<file path="src/rtl/tp2_pkg.sv">
// rtl/tp2_pkg.sv - shared types and constants for the tp2 sequencer
package tp2_pkg;

  typedef enum logic [1:0] {
    IDLE     = 2'd0,
    ISSUE    = 2'd1,
    WAIT_FIM = 2'd2,
    DONE     = 2'd3
  } state_t;

  // Bit positions of the tp2 inputs inside a buffered word.
  localparam int TOM_B = 3;
  localparam int IN1_B = 2;
  localparam int IN2_B = 1;
  localparam int IN3_B = 0;

  localparam int DEPTH_DEF   = 4;
  localparam int TIMEOUT_DEF = 8;

endpackage

</file>
<file path="src/rtl/tp2_fila.sv">
// rtl/tp2_fila.sv - DEPTH x 4 circular word buffer with count/full/empty
module tp2_fila
  import tp2_pkg::*;
#(
  parameter int DEPTH = DEPTH_DEF,
  localparam int AW = $clog2(DEPTH)
) (
  input  logic          clock,
  input  logic          reset,
  input  logic          push,
  input  logic [3:0]    push_data,
  input  logic          pop,
  output logic [3:0]    rdata,
  output logic [AW:0]   count,
  output logic          full,
  output logic          empty
);

  localparam logic [AW:0] FULL_CNT = (AW+1)'(DEPTH);

  logic [3:0]    mem [DEPTH];
  logic [AW-1:0] wptr;
  logic [AW-1:0] rptr;
  logic          do_push;
  logic          do_pop;

  assign full    = (count == FULL_CNT);
  assign empty   = (count == '0);
  assign do_push = push && !full;
  assign do_pop  = pop && !empty;
  assign rdata   = mem[rptr];

  // Word storage; contents need no reset because count gates every read.
  always_ff @(posedge clock) begin
    if (do_push) mem[wptr] <= push_data;
  end

  // Pointers wrap naturally at DEPTH since DEPTH is a power of two.
  always_ff @(posedge clock or negedge reset) begin
    if (!reset) begin
      wptr  <= '0;
      rptr  <= '0;
      count <= '0;
    end else begin
      if (do_push) wptr <= wptr + 1'b1;
      if (do_pop)  rptr <= rptr + 1'b1;
      case ({do_push, do_pop})
        2'b10:   count <= count + 1'b1;
        2'b01:   count <= count - 1'b1;
        default: count <= count;
      endcase
    end
  end

endmodule

</file>
<file path="src/rtl/tp2_sequenciador.sv">
// rtl/tp2_sequenciador.sv - replays a buffered burst into tp2 and waits for fim
module tp2_sequenciador
  import tp2_pkg::*;
#(
  parameter int DEPTH   = DEPTH_DEF,
  parameter int TIMEOUT = TIMEOUT_DEF
) (
  input  logic       clock,
  input  logic       reset,
  input  logic       push,
  input  logic [3:0] push_data,
  input  logic       start,
  input  logic       fim,
  output logic       full,
  output logic       busy,
  output logic       done,
  output logic       err,
  output logic       ok,
  output logic       tom,
  output logic       in1,
  output logic       in2,
  output logic       in3
);

  localparam int AW = $clog2(DEPTH);
  localparam int TW = $clog2(TIMEOUT + 1);
  localparam logic [TW-1:0] TMAX = TW'(TIMEOUT - 1);

  state_t        state, state_nxt;
  logic [TW-1:0] timer, timer_nxt;
  logic [3:0]    word_q, word_nxt;
  logic          ok_nxt, done_nxt, err_nxt, busy_nxt;

  logic          fila_push, fila_pop, fila_empty;
  logic [3:0]    fila_rdata;
  logic [AW:0]   fila_count;
  logic          accept_start;

  // A start in IDLE always drops a concurrent push, even if the start itself is ignored.
  assign fila_push    = push && (state == IDLE) && !start;
  assign accept_start = (state == IDLE) && start && !fila_empty;
  assign fila_pop     = accept_start || ((state == ISSUE) && (fila_count != '0));

  tp2_fila #(.DEPTH(DEPTH)) u_fila (
    .clock     (clock),
    .reset     (reset),
    .push      (fila_push),
    .push_data (push_data),
    .pop       (fila_pop),
    .rdata     (fila_rdata),
    .count     (fila_count),
    .full      (full),
    .empty     (fila_empty)
  );

  // State register.
  always_ff @(posedge clock or negedge reset) begin
    if (!reset) state <= IDLE;
    else        state <= state_nxt;
  end

  // Next-state logic.
  always_comb begin
    state_nxt = state;
    case (state)
      IDLE:     if (accept_start) state_nxt = ISSUE;
      ISSUE:    if (fila_count == '0) state_nxt = WAIT_FIM;
      WAIT_FIM: if (fim || (timer == TMAX)) state_nxt = DONE;
      DONE:     state_nxt = IDLE;
      default:  state_nxt = IDLE;
    endcase
  end

  // Next values of the registered outputs and the fim timer.
  always_comb begin
    ok_nxt    = 1'b0;
    word_nxt  = 4'b0000;
    done_nxt  = 1'b0;
    err_nxt   = err;
    timer_nxt = timer;
    busy_nxt  = (state_nxt == ISSUE) || (state_nxt == WAIT_FIM);
    case (state)
      IDLE: begin
        if (accept_start) begin
          ok_nxt   = 1'b1;
          word_nxt = fila_rdata;
          err_nxt  = 1'b0;
        end
      end
      ISSUE: begin
        if (fila_count != '0) begin
          ok_nxt   = 1'b1;
          word_nxt = fila_rdata;
        end else begin
          timer_nxt = '0;
        end
      end
      WAIT_FIM: begin
        if (fim) begin
          done_nxt = 1'b1;
        end else if (timer == TMAX) begin
          done_nxt = 1'b1;
          err_nxt  = 1'b1;
        end else begin
          timer_nxt = timer + 1'b1;
        end
      end
      default: ;
    endcase
  end

  // Output and timer registers.
  always_ff @(posedge clock or negedge reset) begin
    if (!reset) begin
      ok     <= 1'b0;
      word_q <= 4'b0000;
      done   <= 1'b0;
      err    <= 1'b0;
      busy   <= 1'b0;
      timer  <= '0;
    end else begin
      ok     <= ok_nxt;
      word_q <= word_nxt;
      done   <= done_nxt;
      err    <= err_nxt;
      busy   <= busy_nxt;
      timer  <= timer_nxt;
    end
  end

  assign tom = word_q[TOM_B];
  assign in1 = word_q[IN1_B];
  assign in2 = word_q[IN2_B];
  assign in3 = word_q[IN3_B];

endmodule
</file>
<file path="config.mk">
export PLATFORM = sky130hd
export DESIGN_NAME = tp2_sequenciador
export DESIGN_NICKNAME = d
export VERILOG_FILES = /design/src/rtl/tp2_pkg.sv /design/src/rtl/tp2_fila.sv /design/src/rtl/tp2_sequenciador.sv
export SDC_FILE = /design/constraint.sdc
export NUM_CORES = 1
export LEC_CHECK = 0
export ABC_AREA = 1
export CAP_MARGIN = 20
export CORE_ASPECT_RATIO = 2
export CORE_MARGIN = 2
export CORE_UTILIZATION = 45
export DETAILED_ROUTE_END_ITERATION = 16
export PLACE_DENSITY = 0.66
export SLEW_MARGIN = 5
export SYNTH_ARGS = -nofsm -noshare
export SYNTH_HDL_FRONTEND = slang
export SYNTH_SLANG_ARGS = --single-unit
</file>
<file path="constraint.sdc">
create_clock -name clock -period 5.9 [get_ports clock]
set_clock_uncertainty 0.05 [all_clocks]
set_input_delay 1.77 -clock clock [delete_from_list [all_inputs] [get_ports clock]]
set_output_delay 1.77 -clock clock [all_outputs]
set_load 0.1 [all_outputs]
</file>
==> key figures <==
Routing
  • Routed WL per cell: 11.6 microns
  • Via count: 1,133
  • Vias per cell: 4.72
  • Final ANT Viol Nets: 0
  • Detailed router's first-iteration violation count: 5
  • Number of optimization iterations in the first detailed-route pass: 2
  • Number of DRC violations after detailed routing: 0
  • Drt total wl: 2800 microns

Global route
  • Via count of the first global-routing pass: 1,137
  • First-pass GRT wire length: 4730 microns
  • Number of antenna violations at the first check in global routing: 0
  • GRT Util Overall: 15.5%
  • Largest net degree at the start of global routing: 22
  • Total gr overflow: 0

Critical path
  • Nature of the critical path startpoint: register
  • R2r endpoint: u_fila.count[2]$_DFFE_PN0P_
  • Endpoint class of the critical path: output port
  • Critical-path maximum fanout: 3
  • Required time at the endpoint of the critical path: 4080 ps
  • Data arrival at the endpoint of the critical path: 2170 ps
  • Worst r2r src: u_fila.count[0]$_DFFE_PN0P_
  • Type of the worst setup path: reg -> out
  • Depth of the worst register-to-register path: 10
  • Setup slack of the most critical reg-to-reg path: 3770 ps

Clocking
  • Cell at the root of the clock tree: sky130_fd_sc_hd__clkbuf_8
  • TritonCTS clock tree: built
  • H-tree depth: 2
  • Post-CTS repair timing setup buffer count: 0
  • Number of buffers inserted for hold repair after clock tree synthesis: 0
  • Number of buffers created by CTS: 5
  • Number of resized instances in the post-cts repair step: 0
  • Worst-case clock buffer depth: 2
  • # clock sinks: 37
  • Clock latency on the worst-skew pair: 290 ps
  • CTS clk-pin slew, worst paths: 70 ps

Logic synthesis
  • Synthesized area per cell: 9.92 sq um
  • Ranking of synthesized cells by area: sky130_fd_sc_hd__dfrtp_1 32%, sky130_fd_sc_hd__edfxtp_1 29%, sky130_fd_sc_hd__nand2_1 7.4%, sky130_fd_sc_hd__nor2_1 6.3%, sky130_fd_sc_hd__inv_1 4.7%
  • Cell taking the most area after synthesis: sky130_fd_sc_hd__dfrtp_1
  • Number of different library cells in the post-synthesis netlist: 22
  • Sequential share of the synthesized area: 60.4%
  • Fraction of synthesized cell area taken by the top area cell type: 31.5%
  • Most frequent cells after synthesis: 33 x sky130_fd_sc_hd__nand2_1, 28 x sky130_fd_sc_hd__nor2_1, 21 x sky130_fd_sc_hd__dfrtp_1, 21 x sky130_fd_sc_hd__inv_1, 16 x sky130_fd_sc_hd__edfxtp_1
  • Synth warn: 0
  • Number of enable-type register cells in the synthesized netlist: 16
  • Post-synthesis net count: 184
  • Number of storage elements in the synthesis netlist: 37
  • Most frequent cell after synthesis: sky130_fd_sc_hd__nand2_1
  • Number of cells produced by synthesis: 168
  • Post-synth design cell area: 1670 sq um
  • Async set-or-reset flop fraction in the synthesized netlist: 56.8%
  • Most instantiated flip-flop cell in the synthesis netlist: sky130_fd_sc_hd__dfrtp_1

Final layout
  • Area growth, synth to finish: 20.2%
  • Cell area after layout: 2000 sq um
  • Total Nets Final: 206
  • Layout Cells excl Fill: 240
  • Number of diodes: 0
  • Ratio of cells with drive above 1 in the final layout: 8.90%

Floorplan
  • Effective utilization at floorplan: 46.7%
  • Row Count: 31
  • Height of the die: 90.1 microns
  • Width of the chip: 47.0 microns
  • Core area: 3570 sq um
  • Die area: 4240 sq um
  • Number of top-level pins: 18

Placement
  • Number of placed cells counting well taps: 231
  • Port-buffer cells: 17
  • DP Area: 1880 sq um
  • Routability congestion estimate from global placement: 0.803
  • Post-DP HPWL: 2190 microns

Min path
  • Instance count along the most critical hold path: 2
  • Hold path endpoint: err$_DFFE_PN0P_
  • Beginning of the worst hold path: err$_DFFE_PN0P_
  • Min-delay worst type: reg -> reg

Timing
  • Slew at the pin with the worst max-slew slack: 963 ps
  • Unrepaired setup endpoints after global routing: false
  • Final count of pins violating max slew: 0
  • Share of the cycle needed by the critical path after routing: 67.6%
  • FMAX: 251 MHz
  • Fin Setup TNS: 0 ps
  • Finish-stage setup viols: 0
  • Hold Violations, Final: 0
  • Period minus WS final: 3990 ps
  • Slew margin rel.: 35.6%

Run
  • Number of maximum-capacitance violations: 0

Pwr
  • Pwr dens: 568 nW/um^2
  • Portion of total power attributed to sequential cells: 34.5%
  • Psw: 0.000519 W
  • Share of power burned in combinational logic: 46.5%
  • Switch share: 45.6%
  • Largest vdd supply drop: 0.000315 V
  • Pint: 0.000619 W
  • Static power due to leakage: 0.906 nW
  • Clock network power share: 19.0%

Run status
  • Outcome: complete, no violations
## power by group through the flow
stage | logic, W | registers (W) | clock network (W)
3_3_place_gp | 0.000512 | 0.000393 | 0
2_1_floorplan | 0.000296 | 0.000521 | 0
6_report | 0.000529 | 0.000392 | 0.000216
5_1_grt | 0.000585 | 0.000399 | 0.000235
4_1_cts | 0.000537 | 0.000392 | 0.000223
3_5_place_dp | 0.000532 | 0.000398 | 0
## logic make-up after synthesis
| group | Yosys count | synth area share [%] |
|---|---|---|
| buffers and inverters | 26 | 6.46 |
| adders and majority gates | 7 | 5.71 |
| AOI/OAI and AO/OA | 19 | 6.83 |
| xor gates and xnor gates | 5 | 2.63 |
| and+or+nand+nor | 74 | 18.0 |
| DFF | 37 | 60.4 |
## cell type report
type	count	area [sq um]
well taps	49	61.3
inverters	23	86.3
repair buffers	18	181
clock buffers	5	68.8
clock inverters	3	46.3
flip-flops and latches	37	1010
fillers	339	1570
multi-input cells	105	553
## per-stage QoR
step                hold slack, ps  worst slack [ps]  utilization [%]  power, W
global route                   482              1850             56.1   0.00122
finish                         438              1910             56.1   0.00114
CTS                            445              1900             55.8   0.00115
global placement               408              2130             52.6  0.000904
detailed placement             429              2070             52.6  0.000929
floorplan                      418              2740                -  0.000817
## cell usage in the layout (no fill, tap or decap), types with 2 or more instances in the layout
cell                               n
sky130_fd_sc_hd__nand3_1           7
sky130_fd_sc_hd__o21ai_0          10
sky130_fd_sc_hd__xor2_1            3
sky130_fd_sc_hd__nor2_1           28
sky130_fd_sc_hd__edfxtp_1         16
sky130_fd_sc_hd__nand2_1          33
sky130_fd_sc_hd__dfrtp_1          21
sky130_fd_sc_hd__a21oi_1           6
sky130_fd_sc_hd__xnor2_1           2
sky130_fd_sc_hd__nand2_2           3
sky130_fd_sc_hd__clkdlybuf4s50_1  17
sky130_fd_sc_hd__inv_1            21
sky130_fd_sc_hd__clkbuf_8          5
sky130_fd_sc_hd__ha_1              6
sky130_fd_sc_hd__inv_2             2
## worst max-delay path, cell delays in order, from the launching register on
cell and delay, ps:
sky130_fd_sc_hd__dfrtp_1 410, sky130_fd_sc_hd__nor2_1 170, sky130_fd_sc_hd__nand2_1 110, sky130_fd_sc_hd__inv_1 70, sky130_fd_sc_hd__clkdlybuf4s50_1 1120
## worst max-delay path by stage
stage	cells after the start	slack, ps	from	endpoint
after floorplan	9	2740	start	u_fila.count[2]$_DFFE_PN0P_
after global placement	9	2130	start	u_fila.count[2]$_DFFE_PN0P_
after detailed placement	7	2070	start	u_fila.count[1]$_DFFE_PN0P_
after CTS	4	1900	u_fila.count[0]$_DFFE_PN0P_	full
after global routing	4	1850	u_fila.count[0]$_DFFE_PN0P_	full
final	4	1910	u_fila.count[0]$_DFFE_PN0P_	full
## registers in the layout, summed over array words and instances, names as in the netlist
register / cells
u_fila.mem: 16
timer: 4
word_q: 4
u_fila.count: 3
state: 2
u_fila.rptr: 2
u_fila.wptr: 2
busy: 1
done: 1
err: 1
ok: 1
## layer usage
layer  routed length (microns)  share of wire (%)  GRT usage, %  vias up
met1                      1000                 36          14.4      540
met4                        66                2.4          7.64        0
li1                          -                  -             -      574
met3                        61                2.2          4.22        6
met2                      1670                 60          27.9       13
met5                         0                  0             0        -
Power figures use the tool's default switching activity.
==> edit 1 (config.mk and constraints unchanged) <==
Register the output `err` once more, without a reset; this adds one clock of latency there. The other outputs are not delayed to match.
--- a/src/rtl/tp2_sequenciador.sv
+++ b/src/rtl/tp2_sequenciador.sv
@@ -27,2 +27,4 @@
   localparam logic [TW-1:0] TMAX = TW'(TIMEOUT - 1);
+
+  logic err_s0;
 
@@ -78,3 +80,3 @@
     done_nxt  = 1'b0;
-    err_nxt   = err;
+    err_nxt   = err_s0;
     timer_nxt = timer;
@@ -117,3 +119,3 @@
       done   <= 1'b0;
-      err    <= 1'b0;
+      err_s0 <= 1'b0;
       busy   <= 1'b0;
@@ -124,3 +126,3 @@
       done   <= done_nxt;
-      err    <= err_nxt;
+      err_s0 <= err_nxt;
       busy   <= busy_nxt;
@@ -135,2 +137,6 @@
 
+  always_ff @(posedge clock) begin
+    err <= err_s0;
+  end
+
 endmodule
Behaviour: same outputs for any inputs over 10 cycles, from zero or initial values and one cycle with reset low; that may be too few to reach the edited logic, so the function may still have changed.
==> edit 1 against the original RTL <==
Synthesized cell count grew 0.60%; area after synthesis grew 1.2%; highest routed layer unchanged; sequential cell count increased by 1; routed wire length rose by 7.7%; critical path type unchanged; power shrank 3.7%; combinational power hardly changed; setup slack got worse by 0.0068 ns; design area down 1.1%.
==> edit 1: results (changes against the original RTL) <==
status=finished clean (unchanged); initial antenna violation count=0 (unchanged); H-tree depth=2 (unchanged); drt first pass iters=4 (was 2); top cells by count, synth=nand2_1 (33), nor2_1 (28), dfrtp_1 (21), inv_1 (21), edfxtp_1 (16) (unchanged); Vias/cell=4.74 (was 4.72); clock slew seen by the registers of the worst setup and hold paths=0.07 ns (about the same); final WL=3010 microns (was 2800 microns); largest net degree at the start of global routing=22 (unchanged); GPL Wtd Cong=0.803 (about the same); critical path fanouts, max=3 (unchanged); Detail Placement HPWL=2360 microns (was 2190 microns); Leakage=0.895 nW (was 0.906 nW); CTS Buf Count=5 (unchanged); Cells after DPL=232 (was 231); CTS root buffer=clkbuf_8 (unchanged); overall routing resource usage=16.3% (was 15.5%); first-pass GRT wire length=4980 microns (was 4730 microns); Post-synth ARST share=55.3% (was 56.8%); DR WL/cell=12.5 microns (was 11.6 microns); post-synthesis sequential area ratio=60.8% (was 60.4%); post-CTS resize count=0 (unchanged); largest cells by area after synthesis=dfrtp_1 (31%), edfxtp_1 (28%), nand2_1 (7.3%), nor2_1 (6.2%), inv_1 (4.7%) (was dfrtp_1 (32%), edfxtp_1 (29%), nand2_1 (7.4%), nor2_1 (6.3%), inv_1 (4.7%)); Int Power=0.000581 W (was 0.000619 W); worst stage delay on the critical path=1.13 ns; PortBufs=17 (unchanged); fraction of layout cells with a size suffix above 1=7.85% (was 8.90%); Post-CTS Setup Inserts=0 (unchanged); Post-Synthesis Net Count=185 (was 184); HP Class=reg -> reg (unchanged); Crit-path slowest cell=clkdlybuf4s50_1 (unchanged); Nets=206 (unchanged); Max-Slew Margin vs Limit=34.6% (was 35.6%); top cell family by delay on the critical path=buffers and inverters (unchanged); number of enable flip-flop cells after synthesis=16 (unchanged); Most used DFF post-synth=dfrtp_1 (unchanged); clk_lat worst skew=between 0.2 and 0.3 ns; Iter 0 DRT Violations=6 (was 5); VDD IR max=0.230 mV (was 0.315 mV); YS warnings=0 (unchanged); Syn Inst Count=169 (was 168); number of global-route vias before repair=1142 (was 1137); Yosys cell types=23 (was 22); CTS Buffer Depth=2 (unchanged)
==> edit 1: cells by family after synthesis <==
family          share of synthesized area (%)
fa+ha+maj                                5.64
compound gates                           6.75
flops                                    60.8
xor+xnor                                 2.60
buf+inv                                  6.38
simple gates                             17.8
==> edit 1: metrics by stage <==
step                cell area [sq um]  hold WS (ns)  worst slack [ns]
floorplan                        1690         0.297              2.74
global placement                 1900         0.303              2.12
detailed placement               1900         0.302              2.09
CTS                              1980         0.319              1.89
global route                     1980         0.338              1.80
finish                           1980         0.318              1.90
==> edit 1: final timing paths <==
| path | cells past startpoint | start | endpoint | slack, ns |
|---|---|---|---|---|
| min in group asynchronous | 1 | reset | timer[3] | 1.96 |
| worst max-delay path | 4 | u_fila.count[0] | full | 1.90 |
| worst max register to register | 10 | u_fila.count[0] | u_fila.count[2] | 3.78 |
| max in group asynchronous | 1 | reset | done | 3.27 |
| worst min-delay path | 0 | err_s0 | err | 0.32 |
| worst min register to register | 0 | err_s0 | err | 0.32 |
==> edit 1: worst register-to-register path, stage by stage (launching register included) <==
cell and delay (ns):
dfrtp_1 0.39, nor2_1 0.09, nand2_2 0.12, o211ai_2 0.24, inv_1 0.12, ha_1 0.14, inv_1 0.06, fa_1 0.38
a21oi_1 0.14, o21ai_0 0.11, xor2_1 0.15
==> edit 1: per-layer routing <==
layer	routed length [microns]	global-route usage, %	vias to the layer above	share of wire [%]
li1	-	-	574	-
met1	1160	17.1	538	39
met2	1720	28.0	23	57
met3	99	4.60	2	3.3
met4	28	6.94	0	0.93
met5	0	0	-	0
==> edit 1: area by class of cell <==
type	count	area (sq um)
Fill cell	328	1630
Clock inverter	3	16.3
Sequential cell	38	1030
Multi-Input combinational cell	105	553
Timing Repair Buffer	17	170
Clock buffer	5	68.8
Inverter	23	86.3
Tap cell	49	61.3
==> edit 1: power groups by stage <==
stage               sequential [W]  clock [W]  combinational (W)
detailed placement        0.000406          0           0.000534
global route              0.000410   0.000184           0.000586
floorplan                 0.000530          0           0.000296
CTS                       0.000401   0.000173           0.000535
global placement          0.000401          0           0.000520
finish                    0.000401   0.000167           0.000529
==> edit 2 (config.mk and constraints unchanged) <==
Without the edit above. The package constant `DEPTH_DEF` goes from 4 to 2.
--- a/src/rtl/tp2_pkg.sv
+++ b/src/rtl/tp2_pkg.sv
@@ -16,3 +16,3 @@
 
-  localparam int DEPTH_DEF   = 4;
+  localparam int DEPTH_DEF   = 2;
   localparam int TIMEOUT_DEF = 8;
Function: changed (a bounded check fails within 4 cycles, from zero or initial values and one cycle with reset low).
==> edit 2 against the original RTL <==
Sequential cell count is 11 lower; routed wire length is 39% lower; highest routed layer unchanged; synthesized cell count is 41% lower; design area is 31% lower; setup slack better by 0.17 ns; count of clock-buffer cells in the layout is 2 lower; via count is 37% lower; area after synthesis is 34% lower.
Power is left out: the tool's default activity adds up to more than one toggle a clock period on the data nets, which glitch-free logic cannot reach.
==> edit 2: results (changes against the original RTL) <==
met3 routed WL=51 microns (was 61 microns); Nets=131 (was 206); final WL=1700 microns (was 2800 microns); top sig layer=met4 (unchanged); PortBufs=17 (unchanged); WL met1=620 microns (was 1000 microns); HP Class=reg -> reg (unchanged); Iter 0 DRT Violations=0 (was 5); clock slew seen by the registers of the worst setup and hold paths=0.09 ns (was 0.07 ns); post-synthesis sequential area ratio=62.7% (was 60.4%); largest cells by area after synthesis=dfrtp_1 (41%), edfxtp_1 (22%), nand2_1 (5.1%), mux2i_1 (3.6%), inv_1 (3.4%) (was dfrtp_1 (32%), edfxtp_1 (29%), nand2_1 (7.4%), nor2_1 (6.3%), inv_1 (4.7%)); fraction of layout cells with a size suffix above 1=15.1% (was 8.90%); Post-Synthesis Net Count=110 (was 184); metal2 WL=983 microns (was 1670 microns); routing usage on met3=2.69% (was 4.22%); post-route ant nets=0 (unchanged); CTS root buffer=clkbuf_8 (unchanged); drt first pass iters=1 (was 2); Worst Hold End=word_q[0] (was err); Detail Placement HPWL=1350 microns (was 2190 microns); measured slew at the worst slew-check pin=0.979 ns (was 0.963 ns); Worst Setup SP=u_fila.count[0] (unchanged); post-CTS resize count=0 (unchanged); M2 GR Usage=26.7% (was 27.9%); status=finished clean (unchanged); critical path data arrival time=2.00 ns (was 2.17 ns); area share of fa/ha/maj cells after synthesis=2.27% (was 5.71%); YS warnings=0 (unchanged); r2r startpoint=state[0] (was u_fila.count[0]); clk_lat worst skew=0.27 ns (was 0.29 ns); CTS Buf Count=3 (was 5); Hold Startpoint=u_fila.mem[0][0] (was err); flop-to-flop setup slack=4.13 ns (was 3.77 ns); critical path fanouts, max=4 (was 3); compound-cell area share of the yosys netlist=4.89% (was 6.83%); Post-synth ARST share=69.2% (was 56.8%); H-tree depth=1 (was 2); GPL Wtd Cong=0.695 (was 0.803); worst r2r path cells=6 (was 10); first-pass GRT wire length=2880 microns (was 4730 microns); Global Route met1 Usage=14.0% (was 14.4%); top cells by count, synth=dfrtp_1 (18), nand2_1 (15), inv_1 (10), nor2_1 (10), edfxtp_1 (8) (was nand2_1 (33), nor2_1 (28), dfrtp_1 (21), inv_1 (21), edfxtp_1 (16)); r2r endpoint=u_fila.count[1] (was u_fila.count[2]); CTS Buffer Depth=2 (unchanged); max-cap viol count=0 (unchanged); post-synthesis mux area share=3.64% (was 0%); number of global-route vias before repair=726 (was 1137); Crit-path slowest cell=clkdlybuf4s50_1 (unchanged); number of enable flip-flop cells after synthesis=8 (was 16); overall routing resource usage=14.5% (was 15.5%); initial antenna violation count=0 (unchanged); Largest regs=u_fila.mem: 8 flops, timer: 4 flops, word_q: 4 flops (was u_fila.mem: 16 flops, timer: 4 flops, word_q: 4 flops); Post-CTS Setup Inserts=0 (unchanged); Yosys cell types=22 (unchanged); post-synthesis xor/xnor area fraction=3.18% (was 2.63%); Hold Path Stages=2 (unchanged); Most used DFF post-synth=dfrtp_1 (unchanged); Vias/cell=4.89 (was 4.72); largest net degree at the start of global routing=19 (was 22)
[edit 2: through the flow]
stage | hold WS [ns] | utilization [%] | cell area [sq um] | worst slack [ns] | cells
finish | 0.450 | 58.5 | 1370 | 2.08 | 146
global route | 0.487 | 58.5 | 1370 | 2.00 | 146
CTS | 0.452 | 58.5 | 1370 | 2.06 | 146
detailed placement | 0.431 | 55.5 | 1300 | 2.37 | 142
global placement | 0.423 | 55.5 | 1300 | 2.39 | 142
floorplan | 0.412 | - | 1100 | 2.97 | 99
[edit 2: layout make-up]
cell class	count	area [sq um]
Clock buffer	3	41.3
Clock inverter	1	30.0
Fill cell	218	973
Inverter	15	56.3
Multi-Input combinational cell	57	350
Sequential cell	26	691
Tap cell	27	33.8
Timing Repair Buffer	17	170
[edit 2: cells by family after synthesis]
family / after synthesis
AO/OA/AOI/OAI: 7
buffers and inverters: 16
AND/OR/NAND/NOR: 40
XOR/XNOR: 4
multiplexers: 4
adder cells (fa/ha/maj): 2
flip-flops: 26
